## src/rtl/instr_fetch_unit_if.sv

```systemverilog
// Fetch-unit bus bundle: instruction-memory read port, decode handshake and branch redirect.
// master = fetch unit, slave = memory/decode/branch environment.
interface instr_fetch_unit_if;
  logic        imem_req;
  logic [31:0] imem_addr;
  logic        imem_ack;
  logic [31:0] imem_rdata;
  logic        instr_valid;
  logic [31:0] instr;
  logic [31:0] instr_pc;
  logic        instr_ready;
  logic        branch_taken;
  logic [31:0] branch_pc;
  logic [31:0] ext_imm;

  modport master (
    output imem_req, imem_addr, instr_valid, instr, instr_pc,
    input  imem_ack, imem_rdata, instr_ready, branch_taken, branch_pc, ext_imm
  );

  modport slave (
    input  imem_req, imem_addr, instr_valid, instr, instr_pc,
    output imem_ack, imem_rdata, instr_ready, branch_taken, branch_pc, ext_imm
  );
endinterface

```

## src/rtl/instr_fetch_unit.sv

```systemverilog
// ARMv4 fetch stage: owns the PC, keeps one word read outstanding at most, queues returned
// instructions in order for decode and redirects on taken branches (target = branch_pc + 8 + ext_imm).
//
// state | meaning
// IDLE  | no read outstanding
// WAIT  | read outstanding, returned data is kept
// DRAIN | read outstanding, returned data is discarded (redirect happened)
module instr_fetch_unit #(
  parameter logic [31:0] RESET_PC = 32'h0000_0000,
  parameter int          QDEPTH   = 2
) (
  input logic          clk,
  input logic          reset,
  instr_fetch_unit_if.master bus
);

  localparam int PW = (QDEPTH > 1) ? $clog2(QDEPTH) : 1;
  localparam int CW = PW + 1;

  typedef enum logic [1:0] {IDLE = 2'd0, WAIT = 2'd1, DRAIN = 2'd2} state_t;

  state_t        state_q, state_d;
  logic          imem_req_q, imem_req_d;
  logic [31:0]   imem_addr_q, imem_addr_d;
  logic [31:0]   fetch_pc_q, fetch_pc_d;
  logic [PW-1:0] wr_ptr_q, wr_ptr_d;
  logic [PW-1:0] rd_ptr_q, rd_ptr_d;
  logic [CW-1:0] count_q, count_d;
  logic [31:0]   q_instr_q [QDEPTH];
  logic [31:0]   q_instr_d [QDEPTH];
  logic [31:0]   q_pc_q    [QDEPTH];
  logic [31:0]   q_pc_d    [QDEPTH];

  logic        redirect;
  logic        ack;
  logic        has_space;
  logic        issue;
  logic        push;
  logic        pop;
  logic [31:0] target;

  assign redirect  = bus.branch_taken;
  // an ack only counts while a read is actually outstanding
  assign ack       = bus.imem_ack & imem_req_q;
  assign has_space = (count_q < CW'(QDEPTH));
  assign issue     = (state_q == IDLE) & ~redirect & has_space;
  assign push      = (state_q == WAIT) & ack & ~redirect;
  assign pop       = (count_q != '0) & bus.instr_ready & ~redirect;
  assign target    = (bus.branch_pc + 32'd8 + bus.ext_imm) & 32'hFFFF_FFFC;

  always_ff @(posedge clk or negedge reset) begin
    if (!reset) state_q <= IDLE;
    else        state_q <= state_d;
  end

  always_comb begin
    state_d = state_q;
    case (state_q)
      IDLE:    if (issue) state_d = WAIT;
      WAIT: begin
        if (ack)           state_d = IDLE;
        else if (redirect) state_d = DRAIN;
      end
      DRAIN:   if (ack) state_d = IDLE;
      default: state_d = IDLE;
    endcase
  end

  always_comb begin
    imem_req_d  = imem_req_q;
    imem_addr_d = imem_addr_q;
    fetch_pc_d  = fetch_pc_q;
    wr_ptr_d    = wr_ptr_q;
    rd_ptr_d    = rd_ptr_q;
    count_d     = count_q;
    q_instr_d   = q_instr_q;
    q_pc_d      = q_pc_q;

    if (issue) begin
      imem_req_d  = 1'b1;
      imem_addr_d = fetch_pc_q;
    end
    if (ack) imem_req_d = 1'b0;

    if (redirect) begin
      fetch_pc_d = target;
      wr_ptr_d   = '0;
      rd_ptr_d   = '0;
      count_d    = '0;
    end else begin
      if (push) begin
        q_instr_d[wr_ptr_q] = bus.imem_rdata;
        q_pc_d[wr_ptr_q]    = imem_addr_q;
        wr_ptr_d            = wr_ptr_q + PW'(1);
        fetch_pc_d          = imem_addr_q + 32'd4;
      end
      if (pop) rd_ptr_d = rd_ptr_q + PW'(1);
      case ({push, pop})
        2'b10:   count_d = count_q + CW'(1);
        2'b01:   count_d = count_q - CW'(1);
        default: count_d = count_q;
      endcase
    end
  end

  always_ff @(posedge clk or negedge reset) begin
    if (!reset) begin
      imem_req_q  <= 1'b0;
      imem_addr_q <= RESET_PC;
      fetch_pc_q  <= RESET_PC;
      wr_ptr_q    <= '0;
      rd_ptr_q    <= '0;
      count_q     <= '0;
      for (int i = 0; i < QDEPTH; i++) begin
        q_instr_q[i] <= '0;
        q_pc_q[i]    <= '0;
      end
    end else begin
      imem_req_q  <= imem_req_d;
      imem_addr_q <= imem_addr_d;
      fetch_pc_q  <= fetch_pc_d;
      wr_ptr_q    <= wr_ptr_d;
      rd_ptr_q    <= rd_ptr_d;
      count_q     <= count_d;
      q_instr_q   <= q_instr_d;
      q_pc_q      <= q_pc_d;
    end
  end

  assign bus.imem_req    = imem_req_q;
  assign bus.imem_addr   = imem_addr_q;
  assign bus.instr_valid = (count_q != '0);
  // head reads as zero when empty so a flushed queue shows no stale word
  assign bus.instr       = (count_q != '0) ? q_instr_q[rd_ptr_q] : 32'd0;
  assign bus.instr_pc    = (count_q != '0) ? q_pc_q[rd_ptr_q]    : 32'd0;

endmodule

```

## src/flat_wrapper.sv

```systemverilog
// flat-port wrapper written by rule: the top's interface ports become plain ports
module instr_fetch_unit_flat 
#(
  parameter logic [31:0] RESET_PC = 32'h0000_0000,
  parameter int          QDEPTH   = 2
)
  (clk, reset, bus_imem_req, bus_imem_addr, bus_instr_valid, bus_instr, bus_instr_pc, bus_imem_ack, bus_imem_rdata, bus_instr_ready, bus_branch_taken, bus_branch_pc, bus_ext_imm);
  instr_fetch_unit_if bus_i ();
  input logic clk;
  input logic reset;
  output wire logic [$bits(bus_i.imem_req)-1:0] bus_imem_req;
  output wire logic [$bits(bus_i.imem_addr)-1:0] bus_imem_addr;
  output wire logic [$bits(bus_i.instr_valid)-1:0] bus_instr_valid;
  output wire logic [$bits(bus_i.instr)-1:0] bus_instr;
  output wire logic [$bits(bus_i.instr_pc)-1:0] bus_instr_pc;
  input wire logic [$bits(bus_i.imem_ack)-1:0] bus_imem_ack;
  input wire logic [$bits(bus_i.imem_rdata)-1:0] bus_imem_rdata;
  input wire logic [$bits(bus_i.instr_ready)-1:0] bus_instr_ready;
  input wire logic [$bits(bus_i.branch_taken)-1:0] bus_branch_taken;
  input wire logic [$bits(bus_i.branch_pc)-1:0] bus_branch_pc;
  input wire logic [$bits(bus_i.ext_imm)-1:0] bus_ext_imm;
  assign bus_imem_req = bus_i.imem_req;
  assign bus_imem_addr = bus_i.imem_addr;
  assign bus_instr_valid = bus_i.instr_valid;
  assign bus_instr = bus_i.instr;
  assign bus_instr_pc = bus_i.instr_pc;
  assign bus_i.imem_ack = bus_imem_ack;
  assign bus_i.imem_rdata = bus_imem_rdata;
  assign bus_i.instr_ready = bus_instr_ready;
  assign bus_i.branch_taken = bus_branch_taken;
  assign bus_i.branch_pc = bus_branch_pc;
  assign bus_i.ext_imm = bus_ext_imm;
  instr_fetch_unit #(.RESET_PC(RESET_PC), .QDEPTH(QDEPTH)) u_core (.clk(clk), .reset(reset), .bus(bus_i));
endmodule
```

## config.mk

```make
export PLATFORM = sky130hd
export DESIGN_NAME = instr_fetch_unit_flat
export DESIGN_NICKNAME = d
export VERILOG_FILES = /design/src/rtl/instr_fetch_unit_if.sv /design/src/rtl/instr_fetch_unit.sv /design/src/flat_wrapper.sv
export SDC_FILE = /design/constraint.sdc
export NUM_CORES = 1
export LEC_CHECK = 0
export ABC_AREA = 1
export BUFFER_PORTS_ARGS = -buffer_cell sky130_fd_sc_hd__buf_2
export CORE_MARGIN = 2
export CORE_UTILIZATION = 50
export DETAILED_ROUTE_END_ITERATION = 10
export GPL_TIMING_DRIVEN = 1
export MAX_ROUTING_LAYER = met4
export PLACE_DENSITY = 0.69
export SYNTH_ARGS = -nofsm -noshare
export SYNTH_HDL_FRONTEND = slang
export SYNTH_SLANG_ARGS = --single-unit
```

## constraint.sdc

```tcl
create_clock -name clk -period 1.9 [get_ports clk]
set_input_delay 0.38 -clock clk [delete_from_list [all_inputs] [get_ports clk]]
set_output_delay 0.38 -clock clk [all_outputs]
set_load 0.005 [all_outputs]
```

==> flow_summary.toml, run 1 <==
[final_layout]
antenna_cells = 0
seq_area_um2 = 4990
fill_cells = 2044
multiInputGateArea_um2 = 6560
fin_area_um2 = 15500
layout.nets = 2052
layout_common_cells = "nand2_1 (525), buf_2 (197), dfrtp_1 (194)"
final_cells = 2222
drive_gt1_share_pct = 27.6
syn_to_final_growth_pct = 32.1
final_common_cell = "nand2_1"

[die]
ios = 199
start_util_pct = 50.5
std_cell_rows = 56
die_w_um = 157
die_height_um = 157
core_area_um2 = 23300
die-area_um2 = 24700

[run_status]
failed_checks = "negative setup slack"
status = "finished, violations left"

[power]
switching_share_pct = 40.5
pwr-share-comb_pct = 45.2
power.switching_w = 0.00744
ir_worst_vdd_mv = 0.713
pwr_density_cell_nw_per_um2 = 1180
leakagePower_nw = 7.85
total_power_w = 0.0184
p_int_w = 0.0109
pwr-share-seq_pct = 35.6
pwr-share-clk_pct = 19.2

[sta]
fin_skew_ps = 16.6
final.setup.tns_ps = -2710
max_freq_ghz = 0.507
slew_headroom_pct = 63.8
setup_ws_ps = -72.5
setup_viol = 64
post-route-period-util_pct = 104
hold_viol = 0
rsz0062_at_grt = "true"
fin_crit_ps = 1970
worstMarginPinSlew_ps = 543
slew_violations = 0

[worst_setup_path]
cp_top_family = "buffers and inverters"
reg2reg_from = "u_core.bus.imem_addr[17]$_DFFE_PN0P_"
slowest_stage = "dfrtp_2"
path_class = "flip-flop to output pin"
crit_chain = "nor2_4, buf_12, clkbuf_16, a21oi_1, buf_2"
setup.worst_path.start_class = "flip-flop"
r2r_end = "u_core.fetch_pc_q[29]$_DFFE_PN0P_"
crit_fanout = 8
critPathRequiredTime_ps = 1520
max_stage_delay_ps = 430
ff2ff_setup_slack_ps = 100
worstPathArrival_ps = 1590
rr_worst_depth = 8
endpoint_kind = "output pin"
path_buf_inv = 3

[logic_synthesis]
ys_ff_latch = 199
yosysSeqAreaShare_pct = 42.4
synth.area.top_cells = "dfrtp_1 (42%), nand2_1 (18%), o21ai_0 (7.6%)"
synth_area_um2 = 11700
synth-edff-count = 0
synth_top_area_cell = "dfrtp_1"
ys.flop_type = "dfrtp_1"
yosysUniqueCellTypes = 37
syn_area_per_cell_um2 = 7.21
async_flop_share_pct = 100
yosys_warnings = 0
synth_top_area_share_pct = 42.4
postSynthNetCount = 1790
synth_cells = 1628

[placed_design]
numPortBuffers = 198
placedCellCount = 2170
hpwl_um = 24000
place.gp.congestion = 0.920
place_area_um2 = 14000

[cts]
insertion_delay_ps = 450
numCtsBuffers = 17
cts_tree = "built"
cts-root-buf = "clkbuf_16"
clkSlewWorstSetupHoldPaths_ps = 80
clock-sinks = 199
cts_buffer_depth = 2
cts-htree-levels = 4

[hold_path]
whs_path_depth = 3
holdPathEnd = "u_core.q_instr_q[56]$_DFFE_PN0P_"
min_path_type = "input pin to flip-flop"
hp-start = "bus_imem_rdata[24]"

[global_route]
grt_pass1_vias = 10700
grt_util_met1_pct = 36.8
antenna_found_initial = 0
grt_pass1_wl_um = 54100
top_usage_layer = "met2"
overflow = 0
grt_start_max_net_pins = 70
grt.total_usage_pct = 28.6
met3_usage_pct = 3.66
grtUsageMet2_pct = 46.6

[route]
routed_wl_um = 34700
drt-initial-drc-count = 794
routedWlPerCell_um = 15.6
drt-vias-per-instance = 5.15
ant_nets = 0
drc = 0
dr.pass1.iters = 5
via_count = 11400

[job]
cap_violations = 0
==> cell type report <==
cell class                      count  area share, %
Clock inverter                     13          0.855
Multi-Input combinational cell   1166           42.3
Clock buffer                       19           2.86
Inverter                          198           4.84
Timing Repair Buffer              308           14.4
Sequential cell                   199           32.2
Tap cell                          319           2.57
==> stage by stage <==
| step | worst slack (ps) | hold slack [ps] | utilization [%] |
|---|---|---|---|
| finish | -72.5 | 194 | 66.7 |
| global route | -124 | 187 | 66.7 |
| CTS | -96.3 | 185 | 64.0 |
| detailed placement | -462 | 405 | 60.1 |
| global placement | -446 | 409 | 60.1 |
| floorplan | -11.8 | 84.4 | - |
==> power groups by stage <==
stage,clock (W),sequential (W),combinational [W]
2_1_floorplan,0,0.00636,0.00373
3_3_place_gp,0,0.00650,0.00647
3_5_place_dp,0,0.00654,0.00657
4_1_cts,0.00356,0.00648,0.00753
5_1_grt,0.00376,0.00667,0.00919
6_report,0.00352,0.00654,0.00831
==> logic make-up (layout without fill, tap and decap cells) <==
family                   Yosys count  in the layout  share of synthesized area, %
AND/OR/NAND/NOR                  754            754                          26.2
AO/OA/AOI/OAI                    329            329                          14.6
buffers and inverters            263            538                          8.58
flip-flops                       199            199                          42.4
adder cells (fa/ha/maj)           61             61                          6.57
XOR/XNOR                          22             22                          1.64
==> cell usage after synthesis (all sizes together) (2+ instances only) <==
| master | instances |
|---|---|
| o221ai | 4 |
| xor2 | 21 |
| nand3b | 7 |
| a22oi | 5 |
| a31oi | 5 |
| buf | 23 |
| nand2 | 558 |
| nor2 | 97 |
| nand3 | 66 |
| nor3 | 13 |
| clkbuf | 42 |
| nand4 | 10 |
| o22ai | 2 |
| o21bai | 6 |
| ha | 60 |
| dfrtp | 199 |
| o21ai | 191 |
| a21oi | 113 |
| a21o | 2 |
| inv | 197 |
==> routing by layer <==
layer / wire length, um / vias up
met5: 0 / -
met4: 1100 / 0
met3: 1960 / 62
met2: 16800 / 341
met1: 14900 / 5307
li1: - / 5734
==> registers in the layout, indices dropped and copies added, names as in the netlist <==
register,cells
u_core.rd_ptr_q,1
u_core.fetch_pc_q,32
u_core.bus.imem_addr,32
u_core.state_q,2
u_core.q_pc_q,64
u_core.wr_ptr_q,1
u_core.q_instr_q,64
u_core.bus.imem_req,1
u_core.count_q,2
==> worst reg2reg max path, delay by kind of cell, from the launching register on <==
kind	cells	cell delay (ps)
XOR/XNOR	1	140
AO/OA/AOI/OAI	2	330
flip-flops	1	450
AND/OR/NAND/NOR	5	760
==> repair_timing <==
action	CTS	global route
buffers inserted	4	5
resized for setup	39	113
hold buffers	1	0
gates cloned	6	4
setup endpoints to repair	66	86
pin swaps	2	14
hold endpoints to repair	49	0
==> worst max-delay path by stage <==
stage,from,end,cells after the start
6_report,u_core.count_q[0]$_DFFE_PN0P_,bus_instr_pc[26],5
3_5_place_dp,bus_ext_imm[22],u_core.fetch_pc_q[31]$_DFFE_PN0P_,13
3_3_place_gp,bus_ext_imm[20],u_core.fetch_pc_q[31]$_DFFE_PN0P_,15
2_1_floorplan,bus_branch_pc[1],u_core.fetch_pc_q[31]$_DFFE_PN0P_,15
4_1_cts,u_core.rd_ptr_q$_DFFE_PN0P_,bus_instr_pc[9],5
5_1_grt,u_core.count_q[0]$_DFFE_PN0P_,bus_instr_pc[22],5
No activity file was read; power rests on OpenSTA's default activity.
==> run 2, diff against run 1 <==
--- a/config.mk
+++ b/config.mk
@@ -12,7 +12,7 @@
 export DETAILED_ROUTE_END_ITERATION = 10
 export GPL_TIMING_DRIVEN = 1
 export MAX_ROUTING_LAYER = met4
-export PLACE_DENSITY = 0.69
+export PLACE_DENSITY_LB_ADDON = 0.15
 export SYNTH_ARGS = -nofsm -noshare
 export SYNTH_HDL_FRONTEND = slang
 export SYNTH_SLANG_ARGS = --single-unit
==> run 2 against run 1 <==
Effect of this change: the flow still finishes with violations (negative setup slack); critical endpoint is now bus_instr_pc[23]; register-to-register slack got worse by 20 ps; cell count barely moved; global-route usage fell by 0.96 points; maximum frequency rose by 0.67%; sequential power fell by 0.8%; highest routed layer unchanged.
==> flow_summary.toml, run 2 (synthesis results as in run 1) <==
[sta]
post-route-period-util_pct = 103
rsz0062_at_grt = "true"
slew_violations = 0
fin_crit_ps = 1960
max_freq_ghz = 0.510
slew_headroom_pct = 62.5
worstMarginPinSlew_ps = 562
hold_viol = 0
fin_skew_ps = 13.0
whs_ps = 206
setup_viol = 53
setup_ws_ps = -59.5

[worst_setup_path]
worstPathArrival_ps = 1580
setup.worst_path.start_class = "flip-flop"
path_class = "flip-flop to output pin"
crit_fanout = 43
endpoint_kind = "output pin"
critPathRequiredTime_ps = 1520

[cts]
cts-root-buf = "clkbuf_16"
numCtsBuffers = 17
cts_buffer_depth = 2
clkSlewWorstSetupHoldPaths_ps = 80
cts_tree = "built"
cts-htree-levels = 4
clock-sinks = 199
insertion_delay_ps = 440

[route]
highest_layer = "met4"
dr.pass1.iters = 5
met2_length_um = 15500
routed_wl_um = 33200
met1_length_um = 15100
drt-initial-drc-count = 786
via_count = 11400
wl_met3_um = 1630
ant_nets = 0
routedWlPerCell_um = 14.9
drt-vias-per-instance = 5.12
drc = 0

[run_status]
status = "finished, violations left"
failed_checks = "negative setup slack"

[die]
start_util_pct = 50.5
ios = 199
die_w_um = 157
die_height_um = 157
die-area_um2 = 24700
core_area_um2 = 23300
std_cell_rows = 56

[final_layout]
antenna_cells = 0
seq_area_um2 = 4980
fill_cells = 2163
syn_to_final_growth_pct = 29.1
layout_common_cells = "nand2_1 (531), buf_2 (197), dfrtp_1 (196)"
multiInputGateArea_um2 = 6370
final_common_cell = "nand2_1"
reg_top3 = "u_core.q_instr_q (64), u_core.q_pc_q (64)"
layout.nets = 2051
drive_gt1_share_pct = 25.1

[power]
pwr-share-comb_pct = 41.8
leakagePower_nw = 7.78
pwr-share-clk_pct = 20.8
p_int_w = 0.0105
pwr-share-seq_pct = 37.4
ir_worst_vdd_mv = 0.689
power.switching_w = 0.00689
pwr_density_cell_nw_per_um2 = 1140
switching_share_pct = 39.7

[global_route]
grt_pass1_vias = 10500
antenna_found_initial = 0
grt.total_usage_pct = 27.7
grt_pass1_wl_um = 52800
grt_start_max_net_pins = 89
overflow = 0

[job]
cap_violations = 0

[placed_design]
numPortBuffers = 198
post-place-ws_ps = -445
hpwl_um = 24500
place.gp.congestion = 0.936

[hold_path]
min_path_type = "input pin to flip-flop"
==> run 2: what timing repair did <==
action	CTS	global route
cloned	1	1
gates resized for setup	25	86
pin swaps	1	12
setup buffers	2	4
hold buffers	1	0
endpoints found under the hold margin	56	0
setup endpoints to repair	64	82
==> run 2: power by group through the flow <==
| stage | Sequential (W) | Combinational (W) | Clock (W) |
|---|---|---|---|
| CTS | 0.00645 | 0.00693 | 0.00365 |
| global route | 0.00664 | 0.00816 | 0.00382 |
| floorplan | 0.00636 | 0.00373 | 0 |
| finish | 0.00649 | 0.00724 | 0.00361 |
| global placement | 0.00648 | 0.00658 | 0 |
| detailed placement | 0.00652 | 0.00668 | 0 |
==> run 2: worst max-delay path, stage by stage, from the launching register on <==
cell	delay, ps
dfrtp_2	470
buf_12	240
nand2_1	110
a21oi_2	160
buf_2	140
==> run 2: per-stage QoR <==
stage                     setup TNS, ps  cell area (um2)  instances  util [%]  total power (W)
after floorplan                   -16.3            12000       1628         -           0.0101
after global placement            -7390            14000       2180      60.3           0.0131
after detailed placement          -8210            14000       2180      60.3           0.0132
after CTS                         -1610            14800       2215      63.5           0.0170
after global routing              -5460            15200       2220      65.2           0.0186
final                             -1140            15200       2220      65.2           0.0173
==> run 2: worst paths after layout <==
kind	cells after the start	endpoint	slack (ps)	from
max	4	bus_instr_pc[23]	-60	u_core.rd_ptr_q$_DFFE_PN0P_
max reg2reg	7	u_core.fetch_pc_q[23]$_DFFE_PN0P_	80	u_core.bus.imem_addr[10]$_DFFE_PN0P_
min in group asynchronous	2	u_core.q_instr_q[25]$_DFFE_PN0P_	510	reset
min reg2reg	2	u_core.bus.imem_addr[17]$_DFFE_PN0P_	480	u_core.fetch_pc_q[17]$_DFFE_PN0P_
min	3	u_core.q_instr_q[29]$_DFFE_PN0P_	210	bus_imem_rdata[29]
max in group asynchronous	3	u_core.bus.imem_addr[8]$_DFFE_PN0P_	790	reset
==> run 2: area by class of cell <==
class                      count  share of cell area, %
clock inverter                12                  0.916
clock buffer                  19                   2.99
tap                          319                   2.63
sequential                   199                   32.9
multi-input combinational   1166                   42.0
timing repair buffer         307                   13.6
inverter                     198                   4.95
==> run 2: layer usage <==
layer / GRT usage, % / vias to the layer above
met5: - / -
met4: 10.0 / 0
met3: 3.91 / 59
met2: 43.3 / 323
met1: 36.9 / 5255
li1: - / 5729
